--- src/rtl/adc_scan_ctrl.sv ---
// Scan sequencer for an 8-channel 12-bit serial ADC: conversion start, SCLK, config word out,
// result in, and a valid/ready result stream tagged with the channel each result belongs to.
module adc_scan_ctrl #(
  parameter int CLK_DIV     = 2,
  parameter int CONV_CYCLES = 80,
  parameter int GAP_CYCLES  = 2
) (
  input  logic        clk,
  input  logic        rst_n,
  input  logic        enable,
  input  logic [7:0]  ch_mask,
  output logic        adc_cs_n,
  output logic        adc_sclk,
  output logic        adc_din,
  input  logic        adc_dout,
  output logic [11:0] sample_data,
  output logic [2:0]  sample_ch,
  output logic        sample_valid,
  input  logic        sample_ready,
  output logic        overrun,
  output logic        busy
);

  typedef enum logic [1:0] {
    IDLE  = 2'd0,
    CONV  = 2'd1,
    SHIFT = 2'd2,
    GAP   = 2'd3
  } state_t;

  localparam logic [15:0] CONV_LAST = 16'(CONV_CYCLES - 1);
  localparam logic [15:0] GAP_LAST  = 16'(GAP_CYCLES - 1);
  localparam logic [15:0] DIV_LAST  = 16'(CLK_DIV - 1);

  // Lowest enabled channel strictly above cur, wrapping; a lone channel maps to itself.
  function automatic logic [2:0] next_ch_f(input logic [7:0] mask, input logic [2:0] cur);
    logic [2:0] cand;
    logic       found;
    next_ch_f = cur;
    found     = 1'b0;
    for (int i = 1; i <= 8; i++) begin
      cand = cur + 3'(i);
      if (!found && mask[cand]) begin
        next_ch_f = cand;
        found     = 1'b1;
      end
    end
  endfunction

  // Single-ended, unipolar, awake: {S/D, O/S, S1, S0, UNI, SLP}.
  function automatic logic [5:0] cfg_word_f(input logic [2:0] ch);
    cfg_word_f = {1'b1, ch[0], ch[2], ch[1], 1'b1, 1'b0};
  endfunction

  state_t      state_r;
  logic [15:0] cnt_r;
  logic [15:0] div_r;
  logic [3:0]  bit_r;
  logic [5:0]  cfg_r;
  logic [11:0] shift_r;
  logic [2:0]  cur_ch_r;
  logic [2:0]  prev_ch_r;
  logic        primed_r;
  logic        start_s;
  logic [2:0]  next_ch_s;

  // A new frame starts from IDLE, or at the last GAP cycle, while scanning is requested.
  always_comb begin
    start_s   = 1'b0;
    next_ch_s = next_ch_f(ch_mask, cur_ch_r);
    if (enable && (ch_mask != 8'd0)) begin
      case (state_r)
        IDLE:    start_s = 1'b1;
        GAP:     start_s = (cnt_r == GAP_LAST);
        default: start_s = 1'b0;
      endcase
    end else begin
      start_s = 1'b0;
    end
  end

  // Frame sequencer, serial interface and result stream.
  always_ff @(posedge clk) begin
    if (!rst_n) begin
      state_r      <= IDLE;
      cnt_r        <= 16'd0;
      div_r        <= 16'd0;
      bit_r        <= 4'd0;
      cfg_r        <= 6'd0;
      shift_r      <= 12'd0;
      cur_ch_r     <= 3'd7;
      prev_ch_r    <= 3'd0;
      primed_r     <= 1'b0;
      adc_cs_n     <= 1'b0;
      adc_sclk     <= 1'b0;
      adc_din      <= 1'b0;
      sample_data  <= 12'd0;
      sample_ch    <= 3'd0;
      sample_valid <= 1'b0;
      overrun      <= 1'b0;
      busy         <= 1'b0;
    end else begin
      overrun <= 1'b0;
      if (sample_valid && sample_ready) begin
        sample_valid <= 1'b0;
      end
      if (start_s) begin
        state_r   <= CONV;
        busy      <= 1'b1;
        adc_cs_n  <= 1'b1;
        adc_din   <= 1'b0;
        cnt_r     <= 16'd0;
        prev_ch_r <= cur_ch_r;
        cur_ch_r  <= next_ch_s;
        cfg_r     <= cfg_word_f(next_ch_s);
      end else begin
        case (state_r)
          IDLE: begin
            adc_cs_n <= 1'b0;
            busy     <= 1'b0;
          end
          CONV: begin
            if (cnt_r == CONV_LAST) begin
              state_r  <= SHIFT;
              adc_cs_n <= 1'b0;
              adc_sclk <= 1'b0;
              adc_din  <= cfg_r[5];
              cfg_r    <= {cfg_r[4:0], 1'b0};
              div_r    <= 16'd0;
              bit_r    <= 4'd0;
            end else begin
              cnt_r <= cnt_r + 16'd1;
            end
          end
          SHIFT: begin
            if (div_r != DIV_LAST) begin
              div_r <= div_r + 16'd1;
            end else begin
              div_r <= 16'd0;
              if (!adc_sclk) begin
                adc_sclk <= 1'b1;
                shift_r  <= {shift_r[10:0], adc_dout};
              end else begin
                adc_sclk <= 1'b0;
                if (bit_r == 4'd11) begin
                  state_r <= GAP;
                  cnt_r   <= 16'd0;
                  adc_din <= 1'b0;
                  // The word just shifted in answers the previous frame's config.
                  if (primed_r) begin
                    sample_data  <= shift_r;
                    sample_ch    <= prev_ch_r;
                    sample_valid <= 1'b1;
                    overrun      <= sample_valid && !sample_ready;
                  end else begin
                    primed_r <= 1'b1;
                  end
                end else begin
                  bit_r   <= bit_r + 4'd1;
                  adc_din <= cfg_r[5];
                  cfg_r   <= {cfg_r[4:0], 1'b0};
                end
              end
            end
          end
          GAP: begin
            if (cnt_r == GAP_LAST) begin
              state_r  <= IDLE;
              busy     <= 1'b0;
              primed_r <= 1'b0;
            end else begin
              cnt_r <= cnt_r + 16'd1;
            end
          end
          default: begin
            state_r  <= IDLE;
            busy     <= 1'b0;
            adc_cs_n <= 1'b0;
            adc_sclk <= 1'b0;
            adc_din  <= 1'b0;
            primed_r <= 1'b0;
          end
        endcase
      end
    end
  end

endmodule

--- config.mk ---
export PLATFORM = sky130hd
export DESIGN_NAME = adc_scan_ctrl
export DESIGN_NICKNAME = d
export VERILOG_FILES = /design/src/rtl/adc_scan_ctrl.sv
export SDC_FILE = /design/constraint.sdc
export NUM_CORES = 1
export LEC_CHECK = 0
export BUFFER_PORTS_ARGS = -buffer_cell sky130_fd_sc_hd__buf_4
export CORE_MARGIN = 1
export CORE_UTILIZATION = 54
export DETAILED_ROUTE_END_ITERATION = 8
export GPL_TIMING_DRIVEN = 0
export PLACE_DENSITY = 0.78
export RECOVER_POWER = 100
export SLEW_MARGIN = 20
export SYNTH_ARGS = -nofsm -noshare
export SYNTH_HDL_FRONTEND = slang
export SYNTH_SLANG_ARGS = --single-unit
--- constraint.sdc ---
create_clock -name clk -period 3.1 [get_ports clk]
set_input_delay 0.775 -clock clk [delete_from_list [all_inputs] [get_ports clk]]
set_output_delay 0.775 -clock clk [all_outputs]
set_load 0.01 [all_outputs]
==> impl_metrics.toml <==
[clock_network]
clock_sinks = 83
cts-root-buf = "clkbuf_8"
path_clk_slew_ns = 0.08
cts_max_level = 3
holdBufCountCts = 0
cts_buffer_depth = 2
clk_latency_ns = 0.36
cts_inserted_buffers = 9
cts_tree = "yes"

[logic_synthesis]
synthMuxAreaShare = 0.166
synthCells = 493
synth_cell_types = 64
synth_top_family_by_area = "simple AND/OR/NAND/NOR gates"
synth_flop_cell = "dfxtp_1"
yosysWarnings = 0
synth_compound_area_frac = 0.0987
synth_nets = 517
ys_seq_elements = 83
synth_fa_ha_area_frac = 0.0306
synth_edf_count = 0
yosys.area_share.simple = 0.221
yosysSeqAreaShare = 0.369
netlist_area_um2 = 4500
synth_xor_area_frac = 0.0740
syn-mean-instance-area_um2 = 9.12
async_flop_share = 0

[sta]
period_share = 0.950
min_period_ns = 2.94
worstMarginPinSlew_ns = 0.831
finalHoldViolCount = 0
clock_skew_ns = 0.0121
slew_violations = 0
max_freq_mhz = 340
setup_viol = 0
rsz0062_at_grt = "false"
relSlewSlack = 0.441
final.setup.worst_slack_ns = 0.156

[power]
p_sw_mw = 1.74
p_clk_frac = 0.183
leakage_nw = 1.96
power_frac_comb = 0.525
seqPwrFrac = 0.292
swShare = 0.406
power.density_nw_per_um2 = 847
p_int_mw = 2.55
ir_drop_mv = 0.378

[min_path]
worstHoldEndpoint = "prev_ch_r[0]$_SDFFE_PN0P_"
min_path_type = "reg2reg"
hp-start = "prev_ch_r[0]$_SDFFE_PN0P_"
timing.hold.worst_path_depth = 2

[die]
initial_core_util = 0.570
coreArea_um2 = 7890
chipHeight_um = 93.3
dieArea_um2 = 8700
ioPinCount = 34
rows = 32
die_w_um = 93.3

[routing]
first_pass_iters = 5
vias_per_cell = 5.87
drc_errors = 0
wl_per_cell_um = 15.2
drtAntennaViolNets = 0
routed_wl_um = 9840
num_vias = 3792
drt_iter0_drc = 203

[finish]
fillers = 679
nets = 563
drive_above_1_share = 0.149
area_growth_pct = 12.7
seq_area_um2 = 1660
multiInputGateArea_um2 = 2690
diodes = 0
design_area_um2 = 5070

[critical_path]
endpoint_kind = "flip-flop"
crit_fanout = 10
crit_arrival_ns = 3.20
reg2regPathDepth = 11
critPathRequiredTime_ns = 3.36
crit_path_start_kind = "flip-flop"
regToRegSetupSlack_ns = 0.16
worstReg2RegStart = "cur_ch_r[0]$_SDFFE_PN1P_"
r2r-end = "cfg_r[3]$_SDFFE_PN0P_"
path_class = "reg2reg"

[placement]
numPortBuffers = 29
gp_congestion = 0.870
hpwl_um = 7020
pre_cts_ws_ns = -0.332
post_dp_cell_area_um2 = 4840

[outcome]
status = "finished, final reports clean"

[grt]
grt-ovfl-total = 0
grt_pass1_vias = 3715
antenna_found_initial = 0
grt_max_degree = 16
grt.total_usage = 0.241
grt_pass1_wl_um = 16700

[run]
drv_cap = 0
## metal layers
| layer | wire, µm | GRT usage | vias to the layer above |
|---|---|---|---|
| li1 | - | - | 1856 |
| met2 | 4840 | 0.414 | 108 |
| met3 | 492 | 0.0545 | 16 |
| met1 | 4350 | 0.296 | 1812 |
| met4 | 160 | 0.0821 | 0 |
| met5 | 0 | 0 | - |
## placed cells by master, fill, tap and decap left out, types with 3 or more instances in the layout
master / instances
buf_6: 4
nand2b_1: 6
nor3_1: 9
mux2_2: 6
a31oi_1: 4
buf_4: 16
clkbuf_8: 9
o21ai_0: 8
nor2_1: 73
inv_1: 11
and3_1: 5
nand2_1: 36
and4_1: 4
buf_2: 4
nand3_1: 18
xor2_1: 29
nor2b_1: 6
nor4_1: 8
ha_1: 10
or4_1: 3
clkbuf_2: 3
mux2i_1: 43
dfxtp_1: 82
mux4_2: 11
clkbuf_1: 31
a221oi_1: 3
nand4_1: 9
xnor2_1: 9
and2_1: 4
a21oi_1: 18
a211oi_1: 5
## final cells by class
cell class	instances	area share
clock buffer	9	0.0244
multi-input combinational	372	0.531
sequential	83	0.328
clock inverter	7	0.0151
buffer	24	0.0296
timing repair buffer	35	0.0358
inverter	14	0.0109
tap	102	0.0252
## cells in the mapped netlist, drive strengths merged (10+ instances only)
library cell	n	area (µm²)
clkbuf	11	42.5
nor3	10	55.1
dfxtp	83	1660
mux2i	43	430
nand3	18	90.1
buf	13	87.6
nand2	37	141
o21ai	11	55.1
mux4	11	248
a21oi	19	95.1
nor2	74	278
xor2	29	254
inv	13	48.8
ha	11	138
## flip-flops by register name, summed over array words and instances (netlist names)
name and cells:
sample_valid 1, adc_cs_n 1, busy 1, cur_ch_r 3, sample_ch 3, cnt_r 16, prev_ch_r 3, adc_din 1
sample_data 12, primed_r 1, div_r 16, cfg_r 5, adc_sclk 1, state_r 2, shift_r 12, overrun 1
bit_r 4
## cell families (layout without fill, tap and decap cells)
group                    Yosys count  count (layout)
AO/OA/AOI/OAI                     65              65
multiplexers                      60              60
AND/OR/NAND/NOR                  198             198
flip-flops                        83              83
adder cells (fa/ha/maj)           11              11
XOR/XNOR                          38              38
buffers and inverters             38              89
## how the worst max path moves through the flow
stage,from,end,slack (ns),cells past startpoint
6_report,cur_ch_r[0]$_SDFFE_PN1P_,cfg_r[3]$_SDFFE_PN0P_,0.16,11
5_1_grt,cnt_r[4]$_SDFFE_PP0P_,sample_data[7]$_SDFFE_PN0P_,0.007,9
3_5_place_dp,cur_ch_r[0]$_SDFFE_PN1P_,cur_ch_r[2]$_SDFFE_PN1P_,-0.33,12
4_1_cts,cur_ch_r[0]$_SDFFE_PN1P_,cfg_r[3]$_SDFFE_PN0P_,0.01,11
2_1_floorplan,cur_ch_r[0]$_SDFFE_PN1P_,cfg_r[3]$_SDFFE_PN0P_,0.01,11
3_3_place_gp,cur_ch_r[0]$_SDFFE_PN1P_,cur_ch_r[2]$_SDFFE_PN1P_,-0.29,12
## per-stage QoR
stage	std cells	TNS, ns	power (mW)	util	hold slack [ns]
global placement	624	-1.59	3.25	0.614	0.448
CTS	644	0	4.19	0.647	0.464
finish	646	0	4.29	0.643	0.458
floorplan	493	0	2.89	-	0.436
detailed placement	624	-1.64	3.30	0.614	0.449
global route	646	0	4.57	0.643	0.486
## worst max-delay path: stages (launching register included)
cell and delay [ns]:
dfxtp_2 0.34, buf_6 0.10, buf_8 0.13, inv_4 0.07, ha_4 0.27, buf_6 0.11
mux2_2 0.33, mux4_2 0.53, or4_4 0.61, nand2_4 0.10, a211oi_2 0.06, a2111oi_2 0.20
## power groups by stage
stage	registers [mW]	logic [mW]	clock network, mW
after global placement	1.27	1.98	0
final	1.25	2.25	0.785
after CTS	1.25	2.14	0.800
after floorplan	1.26	1.63	0
after global routing	1.27	2.45	0.851
after detailed placement	1.28	2.03	0
## what timing repair did
item | 4_1_cts | 5_1_grt
pin swaps | 2 | 7
endpoints found under the setup margin | 6 | 4
gates resized for setup | 9 | 8
gates cloned | 0 | 1
setup buffers | 4 | 1
Note: power is estimated with default switching activity, not from simulation.
